`src/rtl/jtag_tap_pkg.sv`:
```
// Shared TAP definitions: state encoding and instruction opcodes.
// Opcode widths depend on IR_W, so only the values live here.
package jtag_tap_pkg;

  typedef enum logic [3:0] {
    EXIT2_DR   = 4'h0,
    EXIT1_DR   = 4'h1,
    SHIFT_DR   = 4'h2,
    PAUSE_DR   = 4'h3,
    SELECT_IR  = 4'h4,
    UPDATE_DR  = 4'h5,
    CAPTURE_DR = 4'h6,
    SELECT_DR  = 4'h7,
    EXIT2_IR   = 4'h8,
    EXIT1_IR   = 4'h9,
    SHIFT_IR   = 4'hA,
    PAUSE_IR   = 4'hB,
    RUN_IDLE   = 4'hC,
    UPDATE_IR  = 4'hD,
    CAPTURE_IR = 4'hE,
    TEST_RESET = 4'hF
  } tap_state_e;

  // BYPASS is this bit replicated across the whole instruction register
  localparam logic OP_BYPASS_FILL = 1'b1;
  localparam int   OP_IDCODE      = 1;
  localparam int   OP_UDR_BASE    = 2;

endpackage

```
`src/rtl/jtag_tap_fsm.sv`:
```
// IEEE 1149.1 sixteen-state TAP controller, advancing on rising tck.
module jtag_tap_fsm
  import jtag_tap_pkg::*;
(
  input  logic       tck,
  input  logic       trst,
  input  logic       tms,
  output logic [3:0] tap_state
);

  tap_state_e state_reg;
  tap_state_e state_next;

  always_ff @(posedge tck or negedge trst) begin
    if (!trst) state_reg <= TEST_RESET;
    else       state_reg <= state_next;
  end

  always_comb begin
    state_next = TEST_RESET;
    case (state_reg)
      TEST_RESET: state_next = tms ? TEST_RESET : RUN_IDLE;
      RUN_IDLE:   state_next = tms ? SELECT_DR  : RUN_IDLE;
      SELECT_DR:  state_next = tms ? SELECT_IR  : CAPTURE_DR;
      CAPTURE_DR: state_next = tms ? EXIT1_DR   : SHIFT_DR;
      SHIFT_DR:   state_next = tms ? EXIT1_DR   : SHIFT_DR;
      EXIT1_DR:   state_next = tms ? UPDATE_DR  : PAUSE_DR;
      PAUSE_DR:   state_next = tms ? EXIT2_DR   : PAUSE_DR;
      EXIT2_DR:   state_next = tms ? UPDATE_DR  : SHIFT_DR;
      UPDATE_DR:  state_next = tms ? SELECT_DR  : RUN_IDLE;
      SELECT_IR:  state_next = tms ? TEST_RESET : CAPTURE_IR;
      CAPTURE_IR: state_next = tms ? EXIT1_IR   : SHIFT_IR;
      SHIFT_IR:   state_next = tms ? EXIT1_IR   : SHIFT_IR;
      EXIT1_IR:   state_next = tms ? UPDATE_IR  : PAUSE_IR;
      PAUSE_IR:   state_next = tms ? EXIT2_IR   : PAUSE_IR;
      EXIT2_IR:   state_next = tms ? UPDATE_IR  : SHIFT_IR;
      UPDATE_IR:  state_next = tms ? SELECT_DR  : RUN_IDLE;
      default:    state_next = TEST_RESET;
    endcase
  end

  assign tap_state = state_reg;

endmodule

```
`src/rtl/jtag_tap_ctrl.sv`:
```
// JTAG TAP with IR, BYPASS, optional IDCODE and NUM_UDR user data registers.
// Define JTAG_TAP_IDCODE_EN to build IDCODE and make it the reset instruction.
module jtag_tap_ctrl
  import jtag_tap_pkg::*;
#(
  parameter int          IR_W       = 4,
  parameter int          NUM_UDR    = 2,
  parameter int          UDR_W      = 32,
  parameter logic [31:0] IDCODE_VAL = 32'h1000_0001
) (
  input  logic                     tck,
  input  logic                     trst,
  input  logic                     tms,
  input  logic                     tdi,
  output logic                     tdo,
  output logic                     tdo_en,
  input  logic [NUM_UDR*UDR_W-1:0] udr_capture_data,
  output logic [UDR_W-1:0]         udr_update_data,
  output logic [NUM_UDR-1:0]       udr_update_vld,
  output logic [3:0]               tap_state,
  output logic [IR_W-1:0]          ir_out
);

  localparam logic [IR_W-1:0] BYPASS_OP = {IR_W{OP_BYPASS_FILL}};
`ifdef JTAG_TAP_IDCODE_EN
  localparam logic [IR_W-1:0] RESET_OP  = IR_W'(OP_IDCODE);
`else
  localparam logic [IR_W-1:0] RESET_OP  = BYPASS_OP;
`endif

  logic [3:0]   state_bits;
  tap_state_e   state;

  jtag_tap_fsm u_fsm (
    .tck       (tck),
    .trst      (trst),
    .tms       (tms),
    .tap_state (state_bits)
  );

  assign state = tap_state_e'(state_bits);

  logic [IR_W-1:0]    ir_shift_reg;
  logic [IR_W-1:0]    ir_reg;
  logic               byp_reg;
  logic [UDR_W-1:0]   udr_shift_reg;
  logic [UDR_W-1:0]   udr_data_reg;
  logic [NUM_UDR-1:0] udr_vld_reg;
  logic               tdo_reg;
  logic               tdo_en_reg;

  logic [UDR_W-1:0]   cap_ch [NUM_UDR];
  logic [UDR_W-1:0]   cap_val;
  logic [NUM_UDR-1:0] vld_hot;
  logic               sel_udr;
  logic               sel_idcode;
  logic               dr_lsb;

  for (genvar gi = 0; gi < NUM_UDR; gi++) begin : g_cap
    assign cap_ch[gi] = udr_capture_data[gi*UDR_W +: UDR_W];
  end

`ifdef JTAG_TAP_IDCODE_EN
  logic [31:0] idcode_shift_reg;
  assign sel_idcode = (ir_reg == IR_W'(OP_IDCODE));
`else
  logic unused_idcode;
  assign unused_idcode = ^IDCODE_VAL;
  assign sel_idcode    = 1'b0;
`endif

  // Opcodes that match neither IDCODE nor an existing user channel fall back to BYPASS
  always_comb begin
    sel_udr = 1'b0;
    cap_val = '0;
    vld_hot = '0;
    for (int k = 0; k < NUM_UDR; k++) begin
      if (ir_reg == IR_W'(OP_UDR_BASE + k) && ir_reg != BYPASS_OP) begin
        sel_udr    = 1'b1;
        cap_val    = cap_ch[k];
        vld_hot[k] = 1'b1;
      end
    end
  end

  always_comb begin
    dr_lsb = byp_reg;
    if (sel_udr) dr_lsb = udr_shift_reg[0];
`ifdef JTAG_TAP_IDCODE_EN
    else if (sel_idcode) dr_lsb = idcode_shift_reg[0];
`endif
  end

  always_ff @(posedge tck or negedge trst) begin
    if (!trst) begin
      ir_shift_reg  <= '0;
      ir_reg        <= RESET_OP;
      byp_reg       <= 1'b0;
      udr_shift_reg <= '0;
      udr_data_reg  <= '0;
      udr_vld_reg   <= '0;
`ifdef JTAG_TAP_IDCODE_EN
      idcode_shift_reg <= '0;
`endif
    end else begin
      udr_vld_reg <= '0;
      case (state)
        TEST_RESET: ir_reg       <= RESET_OP;
        CAPTURE_IR: ir_shift_reg <= IR_W'(2'b01);
        SHIFT_IR:   ir_shift_reg <= {tdi, ir_shift_reg[IR_W-1:1]};
        UPDATE_IR:  ir_reg       <= ir_shift_reg;
        CAPTURE_DR: begin
          byp_reg       <= 1'b0;
          udr_shift_reg <= cap_val;
`ifdef JTAG_TAP_IDCODE_EN
          idcode_shift_reg <= IDCODE_VAL;
`endif
        end
        SHIFT_DR: begin
          byp_reg       <= tdi;
          udr_shift_reg <= {tdi, udr_shift_reg[UDR_W-1:1]};
`ifdef JTAG_TAP_IDCODE_EN
          idcode_shift_reg <= {tdi, idcode_shift_reg[31:1]};
`endif
        end
        UPDATE_DR: begin
          if (sel_udr) begin
            udr_data_reg <= udr_shift_reg;
            udr_vld_reg  <= vld_hot;
          end
        end
        default: ;
      endcase
    end
  end

  // Output launched on the falling edge so the receiver samples a settled bit
  always_ff @(negedge tck or negedge trst) begin
    if (!trst) begin
      tdo_reg    <= 1'b0;
      tdo_en_reg <= 1'b0;
    end else begin
      tdo_en_reg <= (state == SHIFT_IR) || (state == SHIFT_DR);
      if (state == SHIFT_IR)      tdo_reg <= ir_shift_reg[0];
      else if (state == SHIFT_DR) tdo_reg <= dr_lsb;
      else                        tdo_reg <= 1'b0;
    end
  end

  assign tdo             = tdo_reg;
  assign tdo_en          = tdo_en_reg;
  assign udr_update_data = udr_data_reg;
  assign udr_update_vld  = udr_vld_reg;
  assign tap_state       = state_bits;
  assign ir_out          = ir_reg;

endmodule
```
`config.mk`:
```
export PLATFORM = sky130hd
export DESIGN_NAME = jtag_tap_ctrl
export DESIGN_NICKNAME = d
export VERILOG_FILES = /design/src/rtl/jtag_tap_pkg.sv /design/src/rtl/jtag_tap_fsm.sv /design/src/rtl/jtag_tap_ctrl.sv
export SDC_FILE = /design/constraint.sdc
export NUM_CORES = 1
export LEC_CHECK = 0
export ABC_AREA = 1
export BUFFER_PORTS_ARGS = -buffer_cell sky130_fd_sc_hd__buf_2
export CORE_ASPECT_RATIO = 0.6
export CORE_MARGIN = 10
export CORE_UTILIZATION = 40
export DETAILED_ROUTE_END_ITERATION = 16
export HOLD_SLACK_MARGIN = 0.12
export PLACE_DENSITY = 0.62
export REMOVE_ABC_BUFFERS = 1
export SYNTH_ARGS = -nofsm -noshare
export SYNTH_HDL_FRONTEND = slang
export SYNTH_SLANG_ARGS = --single-unit
```
`constraint.sdc`:
```
create_clock -name tck -period 4.9 [get_ports tck]
set_clock_uncertainty 0.2 [all_clocks]
set_input_delay 0.735 -clock tck [delete_from_list [all_inputs] [get_ports tck]]
set_output_delay 0.735 -clock tck [all_outputs]
set_load 0.005 [all_outputs]
```
==> flow_summary.yaml <==
global_routing:
  antenna_found_initial: 0
  grt_usage: 0.154
  grt_max_degree: 67
  grt_pass1_wl_um: 18600
  grt.overflow.total: 0
  grt_pass1_vias: 3648
route:
  wirelength_um: 11200
  postRouteAntennaNets: 0
  first_pass_iters: 5
  drt-wirelength-per-cell_um: 14.7
  drtIter0Drc: 236
  avgViaCountPerCell: 4.81
  drc: 0
  vias: 3693
placement:
  place_congestion: 0.883
  post_dp_cell_area_mm2: 0.00469
  dp_hpwl_um: 7860
  place_inst: 751
  port_buffers: 111
critical_path:
  path_delay_family: "flip-flops"
  cp-end-kind: "primary output"
  critPathLaunchType: "register"
  crit_arrival_ps: 3270
  crit_slowest_cell: "dfrtn_1"
  max_stage_delay_ps: 380
  critical_path_class: "reg -> out"
  worst-path-buf-inv: 1
  crit_chain: "buf_2"
  cp.required_ps: 3960
  cp_max_fo: 1
cts:
  cts-resized-gates: 0
  cts_buffer_depth: 2
  path_clk_slew_ps: 60
  tritoncts: "yes"
  cts.sinks: 81
  hold_buffers: 0
  post_cts_buffers: 0
  cts_buffers: 9
  clk_latency_ps: 340
  cts_root_buf: "clkbuf_16"
  cts_max_level: 3
yosys:
  synth_area_mm2: 0.00410
  synth_cell_types: 21
  seq_area_frac_synth: 0.497
  ys_ff_latch: 81
  syn-instance-count: 530
  yosys_warnings: 0
  yosysTopAreaCell: "dfrtp_1"
  synth_area_leaders: "dfrtp_1, nand2_1, nand3_1"
  synth_top_area_share: 0.433
  syn_avg_cell_area_um2: 7.73
timing:
  worst_pin_slew_ps: 1210
  report.final.slew_viol_count: 0
  slew_headroom: 0.194
  rsz0062_at_grt: "false"
  finalHoldViolCount: 0
  holdWs_ps: 126
  fin_setup_tns_ps: 0
  setup_viol: 0
die:
  core_area_mm2: 0.00991
  rows: 28
  chipWidth_um: 151
  pin_count: 112
  die-area_mm2: 0.0148
  chipHeight_um: 98.4
  initial_core_util: 0.413
pwr:
  swShare: 0.380
  p_int_mw: 1.63
  power_frac_comb: 0.323
  power_frac_clock: 0.281
  leakage_nw: 2.66
  p_switching_mw: 1.00
  seqPwrFrac: 0.396
  p_per_area_mw_per_mm2: 525
  vdd_ir_drop_max_mv: 0.290
cells_and_area:
  nNetsFinal: 695
  mostFrequentLayoutCells: "nand2_1, buf_2, nand3_1"
  fin_cells: 767
  syn_to_final_growth_pct: 22.6
  nFillCells: 978
  drive_gt1_frac: 0.271
  final_core_util: 0.507
  multi_input_area_mm2: 0.00170
  final_cell_area_mm2: 0.00503
  final_common_cell: "nand2_1"
  diodes: 0
  regArea_mm2: 0.00204
run:
  max_cap_viol_count: 0
run_status:
  outcome: "completed"
worst_hold_path:
  hold_class: "in -> async"
final cells by class:
| class | instances | area share |
|---|---|---|
| Timing Repair Buffer | 116 | 0.118 |
| Inverter | 52 | 0.0388 |
| Clock buffer | 12 | 0.0510 |
| Clock inverter | 4 | 0.0149 |
| Sequential cell | 81 | 0.405 |
| Multi-Input combinational cell | 367 | 0.338 |
| Tap cell | 135 | 0.0336 |
routing by layer:
metal	wire length [um]	up-vias	GRT usage
met4	138	0	0.0391
li1	-	1883	-
met5	0	-	0
met2	4680	112	0.226
met1	5450	1678	0.209
met3	969	20	0.0571
synth_stat cells:
| cell type | count |
|---|---|
| nand4_2 | 1 |
| nand4_1 | 3 |
| nor2_2 | 3 |
| buf_2 | 15 |
| inv_1 | 49 |
| a21oi_1 | 6 |
| inv_2 | 3 |
| nand2_1 | 189 |
| o21ai_2 | 23 |
| o22ai_1 | 1 |
| o21ai_0 | 5 |
| buf_6 | 6 |
| dfstp_2 | 8 |
| nor2_1 | 20 |
| nand3_1 | 106 |
| nor4_1 | 1 |
| dfrtp_1 | 71 |
| buf_4 | 3 |
| o21ai_1 | 9 |
| dfrtn_1 | 2 |
| clkbuf_1 | 6 |
kinds of logic (layout without fill, tap and decap cells):
kind of cell	Yosys count	in the layout	share of synthesized area
compound gates	44	44	0.0751
buf+inv	82	184	0.0934
flops	81	81	0.497
simple gates	323	323	0.335
power groups by stage:
| stage | clock network, mW | logic, mW | registers, mW |
|---|---|---|---|
| detailed placement | 0 | 0.861 | 1.05 |
| global route | 0.785 | 0.972 | 1.07 |
| global placement | 0 | 0.842 | 1.04 |
| finish | 0.742 | 0.852 | 1.04 |
| CTS | 0.761 | 0.865 | 1.04 |
| floorplan | 0 | 0.522 | 1.02 |
final timing paths:
kind,start,endpoint,slack [ps],depth (start not counted)
setup / recovery,tdo_en$_DFF_NN0_,tdo_en,690,1
hold / removal,trst,udr_update_vld[0]$_DFF_PN0_,130,1
setup reg to reg,u_fsm.tap_state[3]$_DFF_PN1_,tdo$_DFF_NN0_,990,4
hold reg to reg,udr_update_data[5]$_DFFE_PN0P_,udr_update_data[5]$_DFFE_PN0P_,280,2
max in group asynchronous,trst,tdo$_DFF_NN0_,1720,1
min in group tck,udr_update_data[5]$_DFFE_PN0P_,udr_update_data[5]$_DFFE_PN0P_,280,2
worst register-to-register path, stage by stage, from the launching register on:
cell     delay (ps)
dfstp_2         580
inv_1           100
nor2_1          240
nand2_1         170
o21ai_0         180
through the flow:
| stage | setup WS, ps | total power, mW |
|---|---|---|
| finish | 690 | 2.64 |
| global route | 659 | 2.83 |
| CTS | 672 | 2.67 |
| detailed placement | 1010 | 1.91 |
| global placement | 1040 | 1.88 |
| floorplan | -842 | 1.55 |
(Power assumes the default switching activity.)
